===== src/rtl/ysyx_22041412_clint_pkg.sv =====
// Shared definitions for the CLINT register front end.
//   - Register offsets within the CLINT window.
//   - Request/response FSM state encoding.
//   - Byte-lane merge helper used for strobed 64-bit writes.
package ysyx_22041412_clint_pkg;

  localparam logic [15:0] CLINT_MSIP_OFF     = 16'h0000;
  localparam logic [15:0] CLINT_MTIMECMP_OFF = 16'h4000;
  localparam logic [15:0] CLINT_MTIME_OFF    = 16'hBFF8;

  typedef enum logic {
    CLINT_IDLE = 1'b0,
    CLINT_RESP = 1'b1
  } clint_state_e;

  // Replace each byte of old_val whose strobe bit is set with the matching byte of new_val.
  function automatic logic [63:0] clint_merge(input logic [63:0] old_val,
                                              input logic [63:0] new_val,
                                              input logic [7:0]  strb);
    logic [63:0] res;
    res = old_val;
    for (int i = 0; i < 8; i++) begin
      if (strb[i]) res[8*i +: 8] = new_val[8*i +: 8];
    end
    return res;
  endfunction

endpackage


===== src/rtl/ysyx_22041412_clint_tick.sv =====
// mtime time base: prescaler plus 64-bit free-running counter with a load port.
// Ports:
//   clk, rst_n     clock, asynchronous active-low reset
//   en             count enable; prescaler holds while low
//   load, load_val synchronous load of the counter (takes priority over a tick)
//   count          current counter value
module ysyx_22041412_clint_tick
  import ysyx_22041412_clint_pkg::*;
#(
  parameter int TICK_DIV = 1
) (
  input  logic        clk,
  input  logic        rst_n,
  input  logic        en,
  input  logic        load,
  input  logic [63:0] load_val,
  output logic [63:0] count
);

  // Keep at least one prescaler bit so TICK_DIV=1 still elaborates cleanly.
  localparam int PW = (TICK_DIV > 1) ? $clog2(TICK_DIV) : 1;
  localparam logic [PW-1:0] PRE_LAST = PW'(TICK_DIV - 1);

  logic [PW-1:0] pre_q, pre_d;
  logic [63:0]   count_q, count_d;
  logic          tick;

  assign tick = en && (pre_q == PRE_LAST);

  always_comb begin
    pre_d = pre_q;
    if (en) pre_d = tick ? '0 : pre_q + PW'(1);
  end

  // A load in a tick cycle wins and swallows the increment; the prescaler keeps running.
  always_comb begin
    count_d = count_q;
    if (load)      count_d = load_val;
    else if (tick) count_d = count_q + 64'd1;
  end

  always_ff @(posedge clk or negedge rst_n) begin
    if (!rst_n) begin
      pre_q   <= '0;
      count_q <= '0;
    end else begin
      pre_q   <= pre_d;
      count_q <= count_d;
    end
  end

  assign count = count_q;

endmodule


===== src/rtl/ysyx_22041412_clint_regs.sv =====
// CLINT register front end: decodes LSU requests into the CLINT window and owns
// msip, mtimecmp and mtime. Drives the level mtip/msip interrupt outputs.
// Ports:
//   clk, rst                       clock, asynchronous active-low reset
//   mtime_en                       mtime count enable
//   req_valid/req_ready            request handshake (single outstanding)
//   req_we, req_addr, req_wdata,
//   req_wstrb                      request payload
//   rsp_valid/rsp_ready            response handshake
//   rsp_rdata, rsp_err             response payload (held until consumed)
//   mtip, msip                     timer / software interrupt pending
//
// FSM states:
//   state      | meaning
//   CLINT_IDLE | ready for a request; access performed in the accept cycle
//   CLINT_RESP | response held on rsp_* until rsp_ready
module ysyx_22041412_clint_regs
  import ysyx_22041412_clint_pkg::*;
#(
  parameter int                ADDR_W   = 32,
  parameter logic [ADDR_W-1:0] BASE     = 32'h0200_0000,
  parameter int                TICK_DIV = 1
) (
  input  logic              clk,
  input  logic              rst,
  input  logic              mtime_en,
  input  logic              req_valid,
  output logic              req_ready,
  input  logic              req_we,
  input  logic [ADDR_W-1:0] req_addr,
  input  logic [63:0]       req_wdata,
  input  logic [7:0]        req_wstrb,
  output logic              rsp_valid,
  input  logic              rsp_ready,
  output logic [63:0]       rsp_rdata,
  output logic              rsp_err,
  output logic              mtip,
  output logic              msip
);

  clint_state_e      state_q, state_d;
  logic [63:0]       mtimecmp_q, mtimecmp_d;
  logic [63:0]       rsp_rdata_q, rsp_rdata_d;
  logic              rsp_err_q, rsp_err_d;
  logic              msip_q, msip_d;
  logic              mtip_q, mtip_d;

  logic [63:0]       mtime_val;
  logic [63:0]       mtime_load_val;
  logic              mtime_load;

  logic [ADDR_W-1:0] req_off;
  logic              aligned;
  logic              sel_msip, sel_mtimecmp, sel_mtime, hit;
  logic              accept, do_write;
  logic [63:0]       rd_data;

  // Address decode; an address below BASE wraps to a huge offset and misses.
  assign req_off      = req_addr - BASE;
  assign aligned      = (req_addr[2:0] == 3'b000);
  assign sel_msip     = aligned && (req_off == ADDR_W'(CLINT_MSIP_OFF));
  assign sel_mtimecmp = aligned && (req_off == ADDR_W'(CLINT_MTIMECMP_OFF));
  assign sel_mtime    = aligned && (req_off == ADDR_W'(CLINT_MTIME_OFF));
  assign hit          = sel_msip || sel_mtimecmp || sel_mtime;

  assign accept   = req_valid && (state_q == CLINT_IDLE);
  // A zero-strobe write changes nothing; keeping it off the mtime load port
  // stops it from swallowing a tick.
  assign do_write = accept && hit && req_we && (req_wstrb != 8'h00);

  assign mtime_load     = do_write && sel_mtime;
  assign mtime_load_val = clint_merge(mtime_val, req_wdata, req_wstrb);

  ysyx_22041412_clint_tick #(
    .TICK_DIV (TICK_DIV)
  ) u_tick (
    .clk      (clk),
    .rst_n    (rst),
    .en       (mtime_en),
    .load     (mtime_load),
    .load_val (mtime_load_val),
    .count    (mtime_val)
  );

  // mtime read returns the counter value before this cycle's increment.
  always_comb begin
    rd_data = '0;
    if (sel_msip)     rd_data = {63'd0, msip_q};
    if (sel_mtimecmp) rd_data = mtimecmp_q;
    if (sel_mtime)    rd_data = mtime_val;
  end

  always_comb begin
    msip_d = msip_q;
    if (do_write && sel_msip && req_wstrb[0]) msip_d = req_wdata[0];
  end

  always_comb begin
    mtimecmp_d = mtimecmp_q;
    if (do_write && sel_mtimecmp) mtimecmp_d = clint_merge(mtimecmp_q, req_wdata, req_wstrb);
  end

  assign mtip_d = (mtime_val >= mtimecmp_q);

  always_comb begin
    state_d     = state_q;
    rsp_rdata_d = rsp_rdata_q;
    rsp_err_d   = rsp_err_q;
    case (state_q)
      CLINT_IDLE: begin
        if (req_valid) begin
          state_d     = CLINT_RESP;
          rsp_err_d   = !hit;
          rsp_rdata_d = (hit && !req_we) ? rd_data : 64'd0;
        end
      end
      CLINT_RESP: begin
        if (rsp_ready) state_d = CLINT_IDLE;
      end
      default: state_d = CLINT_IDLE;
    endcase
  end

  always_ff @(posedge clk or negedge rst) begin
    if (!rst) begin
      state_q     <= CLINT_IDLE;
      mtimecmp_q  <= '1;
      msip_q      <= 1'b0;
      mtip_q      <= 1'b0;
      rsp_rdata_q <= '0;
      rsp_err_q   <= 1'b0;
    end else begin
      state_q     <= state_d;
      mtimecmp_q  <= mtimecmp_d;
      msip_q      <= msip_d;
      mtip_q      <= mtip_d;
      rsp_rdata_q <= rsp_rdata_d;
      rsp_err_q   <= rsp_err_d;
    end
  end

  assign req_ready = (state_q == CLINT_IDLE);
  assign rsp_valid = (state_q == CLINT_RESP);
  assign rsp_rdata = rsp_rdata_q;
  assign rsp_err   = rsp_err_q;
  assign mtip      = mtip_q;
  assign msip      = msip_q;

endmodule

===== config.mk =====
export PLATFORM = sky130hd
export DESIGN_NAME = ysyx_22041412_clint_regs
export DESIGN_NICKNAME = d
export VERILOG_FILES = /design/src/rtl/ysyx_22041412_clint_pkg.sv /design/src/rtl/ysyx_22041412_clint_tick.sv /design/src/rtl/ysyx_22041412_clint_regs.sv
export SDC_FILE = /design/constraint.sdc
export NUM_CORES = 1
export LEC_CHECK = 0
export CORE_MARGIN = 5
export CORE_UTILIZATION = 56
export CTS_BUF_LIST = sky130_fd_sc_hd__clkbuf_2
export CTS_CLUSTER_DIAMETER = 30
export DETAILED_ROUTE_END_ITERATION = 10
export PLACE_DENSITY_LB_ADDON = 0.05
export SLEW_MARGIN = 10
export SYNTH_ARGS = -nofsm -noshare
export SYNTH_HDL_FRONTEND = slang
export SYNTH_SLANG_ARGS = --single-unit

===== constraint.sdc =====
create_clock -name clk -period 3.25 [get_ports clk]
set_input_delay 0.325 -clock clk [delete_from_list [all_inputs] [get_ports clk]]
set_output_delay 0.325 -clock clk [all_outputs]
set_load 0.005 [all_outputs]

# Word-level counts from Yosys, hierarchy flattened
# Index checks and enable logic that the tools add are counted.
[totals]
out_inout_bits = 69
reg_bits = 197
[op_classes]
addsub = 3
n_lt_le_gt_ge = 1
bitwise_logic = 2
n_reduce_logical = 38
n_eq_ne = 10
mux = 18
[op_table]
columns = ["op", "count"]
rows = [
  ["$mux W64", 5],
  ["$add A64 B1 Y64 const B", 1],
  ["$ge A64 B64 Y1", 1],
  ["$mux W8", 8],
  ["$reduce_and A2 Y1", 17],
  ["$eq A32 B15 Y1 const B", 1],
  ["$eq A32 B16 Y1 const B", 1],
  ["$logic_not A32 Y1", 1],
  ["$sub A32 B26 Y32 const B", 1],
  ["$ne A2 B2 Y1 const B", 8],
  ["$logic_and A1 B1 Y1", 13],
  ["$reduce_bool A8 Y1", 1],
  ["$mux W1", 4],
  ["$logic_not A3 Y1", 1],
  ["$logic_not A1 Y1", 2],
  ["$logic_or A1 B1 Y1", 2],
  ["$not A1 Y1", 2],
  ["$pmux W1 S2", 1],
  ["$reduce_bool A2 Y1", 1],
  ["$add A1 B1 Y1 const B", 1],
]

# Depth between registers and ports, before layout
[logic_depth]
ltp_word = 11
mapped_depth = 11

# By module
# Synthesis repeated with hierarchy kept, for this count alone.
[unflattened]
cells_unflattened = 1220
area_unflattened_um2 = 12120.4
[by_module_without_submodules]
columns = ["mod", "seq_area_each_um2", "area_per_inst_um2", "cells_per_inst", "instances"]
rows = [
  ["ysyx_22041412_clint_regs", 3383.2, 8115.3, 767, 1],
  ["ysyx_22041412_clint_tick", 1626.6, 4005.1, 453, 1],
]

# Worst setup path after synthesis
# Ideal clock, no wire load.
[synth_path]
path_kind = "input -> register"
from = "input port req_addr[25]"
to = "register u_tick.count_q[15], in the netlist u_tick.count[15]"
setup_slack_ns = 0.874
path_buffers = 3
stages = 11
arrival_time_ns = 2.255
setup_ns = 0.121
path_cell_list = "inv_1 ha_1 nor3b_1 and4_1 and4_1 buf_2 buf_1 clkbuf_1 a21oi_1 o21ai_0 nand2_1"
[synth_between]
elab_chain_len = 11
word_cells_on_any_way = 17
classes_between = "1 x add/sub; 3 x eq/ne; 1 x mux; 12 x reduce/logical"
[synth_lines]
columns = ["item", "line", "source"]
rows = [
  ["start, declared", "ysyx_22041412_clint_regs.sv:30", "input logic [ADDR_W-1:0] req_addr,"],
  ["$sub A32 B26 Y32 *", "ysyx_22041412_clint_regs.sv:59", "assign req_off = req_addr - BASE;"],
  ["$eq A32 B15 Y1 / $logic_not A32 Y1 (equally long branches)", "ysyx_22041412_clint_regs.sv:62, ysyx_22041412_clint_regs.sv:61", ""],
  ["$logic_and A1 B1 Y1 (on tied branches)", "ysyx_22041412_clint_regs.sv:62, ysyx_22041412_clint_regs.sv:61", ""],
  ["$logic_or A1 B1 Y1 (2 in series)", "ysyx_22041412_clint_regs.sv:64", "assign hit = sel_msip || sel_mtimecmp || sel_mtime;"],
  ["$logic_and A1 B1 Y1 (3 in series)", "ysyx_22041412_clint_regs.sv:69", "assign do_write = accept && hit && req_we && (req_wstrb != 8'h00);"],
  ["$logic_and A1 B1 Y1 *", "ysyx_22041412_clint_regs.sv:71", "assign mtime_load = do_write && sel_mtime;"],
  ["$ne A2 B2 Y1 (no source line) / $reduce_bool A2 Y1 (equally long branches)", "-", ""],
  ["$reduce_and A2 Y1 (no source line)", "-", ""],
  ["end signal, assigned", "ysyx_22041412_clint_tick.sv:48", "count_q <= count_d;"],
  ["end, declared", "ysyx_22041412_clint_tick.sv:25", "logic [63:0] count_q, count_d;"],
]
# Mark *: on every way between the ends. The rest lies on a longest branch, timed or not.
# A chain may end at the register's enable or synchronous reset.

# Worst setup path in the final report
[layout_path]
from = "register u_tick.count_q[8], in the netlist u_tick.count[8]"
to = "register u_tick.count_q[54], in the netlist u_tick.count[54]"
[layout_between]
elab_chain_len = 3
[layout_lines]
columns = ["item", "line", "source"]
rows = [
  ["$add A64 B1 Y64", "ysyx_22041412_clint_tick.sv:39", "else if (tick) count_d = count_q + 64'd1;"],
  ["$mux W64", "ysyx_22041412_clint_tick.sv:39", ""],
  ["$mux W64", "ysyx_22041412_clint_tick.sv:38", "if (load) count_d = load_val;"],
]
# Every way passes these cells. The select of a mux whose other input is x is not followed.

==> run metrics <==
Place WS 154 ps; most used cell, CP or4_1; WL per Instance 19.1 µm; leakage power 5.65 nW; share of cells above drive strength 1 16.4%; Mapped Cells 1191; antenna-violating nets left 0; Slew HR 47.0%; global route hottest layer met2; CP peak stage delay 600 ps; clock-pin slew on the worst setup and hold paths 310 ps; sequential share of the synthesized area 44.0%; Crit path arrival time 3520 ps; crit path kind flip-flop to flip-flop; Hold Fails Final Rpt 0; Core Box Area 20100 µm²; hold slack final 43.3 ps; Overall Global Routing Usage 27.5%; Synth area leader dfrtp_1; initial core utilization 56.6%; cts bufs inserted 17; Synth cell types 67; met3 Use GR 4.35%; vias per cell 6.09; Synth async-reset ratio 100%; TNS Setup 0 ps; Yosys top cell area share 29.2%; fin crit period 2740 ps; die extent in y 153 µm; number of cell rows 52; largest net degree at the start of global routing 98; Critical Path End Type flip-flop; met2 GRT Util 43.2%; Primary FF master, synth dfrtp_1; final worst slack 508 ps; period utilization 84.4%; Fill cells 1617; Post-Syn Nets 1367; gpl congestion 0.930; Crit path max-delay family simple AND/OR/NAND/NOR gates; PD cells 307 nW/µm²; mean area per synthesized cell 9.56 µm²; Final #Nets 1556; Syn. warnings 0; Hold Crit Class input pin to flip-flop; initial antenna violation count 1; port buffer count 178; drt initial violations 869; worst path cell trace and4_1 -> nand3_4 -> or4_1 -> or3_4 -> or4_1 -> nand3_1; H-tree Lvls 4; Root Buffer clkbuf_2; Worst Path Required 4030 ps; setup violators final 0; Max Cap Viol 0; Final Max Tran Viols 0; status finished, final reports clean; setup bufs post-CTS 0; critical path's slowest cell dfrtp_1; final clock skew 58.5 ps; Vias 10.1k; M1 GR Usage 40.8%; RSZ-0062 raised after global routing no; fmax 365 MHz; Area growth syn-to-layout 22.0%; drt pass-1 iters 5; synthesized cell area 11400 µm²; clk sinks 197; Seq cells post-synth 197; Die ar. 23300 µm²; Die W 153 µm; top cells by area, synth dfrtp_1, dfstp_2, ha_1, mux2_2, nand2_1; CTS tree done; Buffers & Inverters on Critical Path 0; wire length of the first global-routing pass 52.7 mm; dpl hpwl 24.1 mm; critical-path maximum fanout 9; final WL 31.8 mm; Worst Max-Slew Pin Slew 794 ps; GRT overflow 0; number of flops mapped to enable cells by yosys 0; VDD IR max 0.194 mV; drt drc 0; vias in the first global route 9844; clock network latency to the later pin of the worst-skew pair 810 ps; Max Buffers Root-to-Sink 2; Worst setup SP type flip-flop; I/O pin total 179
[worst reg2reg max path, stage by stage, from the launching register on]
cell and delay [ps]:
dfrtp_1 600, and4_1 420, nand3_4 150, or4_1 590, or3_4 490, or4_1 410
nand3_1 100
[cells by family after synthesis]
logic type,after synthesis,synth area share [%]
AND/OR/NAND/NOR,400,18.0
multiplexers,70,6.84
flip-flops,197,44.0
buffers and inverters,139,5.03
XOR/XNOR,1,0.0769
adder cells (fa/ha/maj),66,7.25
AO/OA/AOI/OAI,318,18.8
[registers in the layout, summed over array words and instances, names as in the netlist]
| register | flops |
|---|---|
| rsp_err | 1 |
| rsp_valid | 1 |
| u_tick.pre_q | 1 |
| msip | 1 |
| mtip | 1 |
| mtimecmp_q | 64 |
| rsp_rdata | 64 |
| u_tick.count | 64 |
[worst paths after layout]
path,endpoint,cells after the start,from,slack [ps]
worst min register to register,mtimecmp_q[55],2,mtimecmp_q[55],520
worst max register to register,u_tick.count[54],6,u_tick.count[8],510
max in group asynchronous,mtimecmp_q[2],3,rst,2260
worst min-delay path,mtimecmp_q[49],3,req_wdata[49],40
min in group asynchronous,rsp_rdata[13],2,rst,80
worst max-delay path,u_tick.count[54],6,u_tick.count[8],510
[placed cells by master (no fill, tap or decap), types with 8 or more instances in the layout]
cell	count
clkdlybuf4s50_1	177
nand2_1	151
dfrtp_1	133
o21ai_0	92
inv_1	85
a22oi_1	68
ha_1	66
dfstp_2	64
mux2_2	62
nor2_1	51
a21oi_1	45
buf_4	39
nand4_1	34
nand3_1	28
nor3_1	25
nor4_1	25
a211oi_1	19
clkbuf_2	17
and3_1	14
and4_1	14
o221a_2	12
and2_1	10
o211ai_1	9
o211a_1	8
or4_1	8
mux2i_1	8
[metal layers]
metal  wire length, µm  vias to the layer above
li1                  -                     4812
met1             14900                     4945
met2             14600                      349
met3              2020                       28
met4               311                        0
met5                 0                        -
[cell type report]
| type | count | area (µm²) | share of cell area (%) |
|---|---|---|---|
| sequential | 197 | 5010 | 36.1 |
| multi-input combinational | 855 | 5830 | 42.0 |
| tap | 270 | 338 | 2.43 |
| inverter | 85 | 319 | 2.30 |
| timing repair buffer | 224 | 2180 | 15.7 |
| clock buffer | 17 | 85.1 | 0.613 |
| clock inverter | 14 | 120 | 0.865 |
| antenna | 2 | 5.00 | 0.0360 |
[timing repair]
action | CTS | global route
gates resized for setup | 0 | 0
hold endpoints to repair | 94 | 0
hold buffers | 4 | 0
[metrics by stage]
stage | area [µm²] | total power [mW] | std cells | util [%]
after floorplan | 11400 | 2.82 | 1191 | -
after global placement | 13600 | 3.14 | 1627 | 67.8
after detailed placement | 13600 | 3.15 | 1627 | 67.8
after CTS | 13900 | 4.29 | 1662 | 69.0
after global routing | 13900 | 4.46 | 1664 | 69.1
final | 13900 | 4.26 | 1664 | 69.1
[synthesized netlist by cell type, types with 8 or more instances]
library cell and n:
and2_1 10, inv_1 85, a211oi_1 19, mux2_2 62, ha_1 66, and4_1 15
nand4_1 34, o211ai_1 9, or4_1 8, o21ai_0 92, o211a_1 8, mux2i_1 8
and3_1 14, clkbuf_1 39, nand2_1 152, a21oi_1 45, dfstp_2 64, nor2_1 52
nor4_1 26, nand3_1 28, o221a_2 12, nor3_1 25, dfrtp_1 133, a22oi_1 68
[power by group]
part | total (mW) | switching, mW | internal [mW]
combinational | 0.518 | 0.254 | 0.263
clock | 1.14 | 0.917 | 0.224
sequential | 2.60 | 0.0921 | 2.51
No activity file was read; power rests on OpenSTA's default activity.
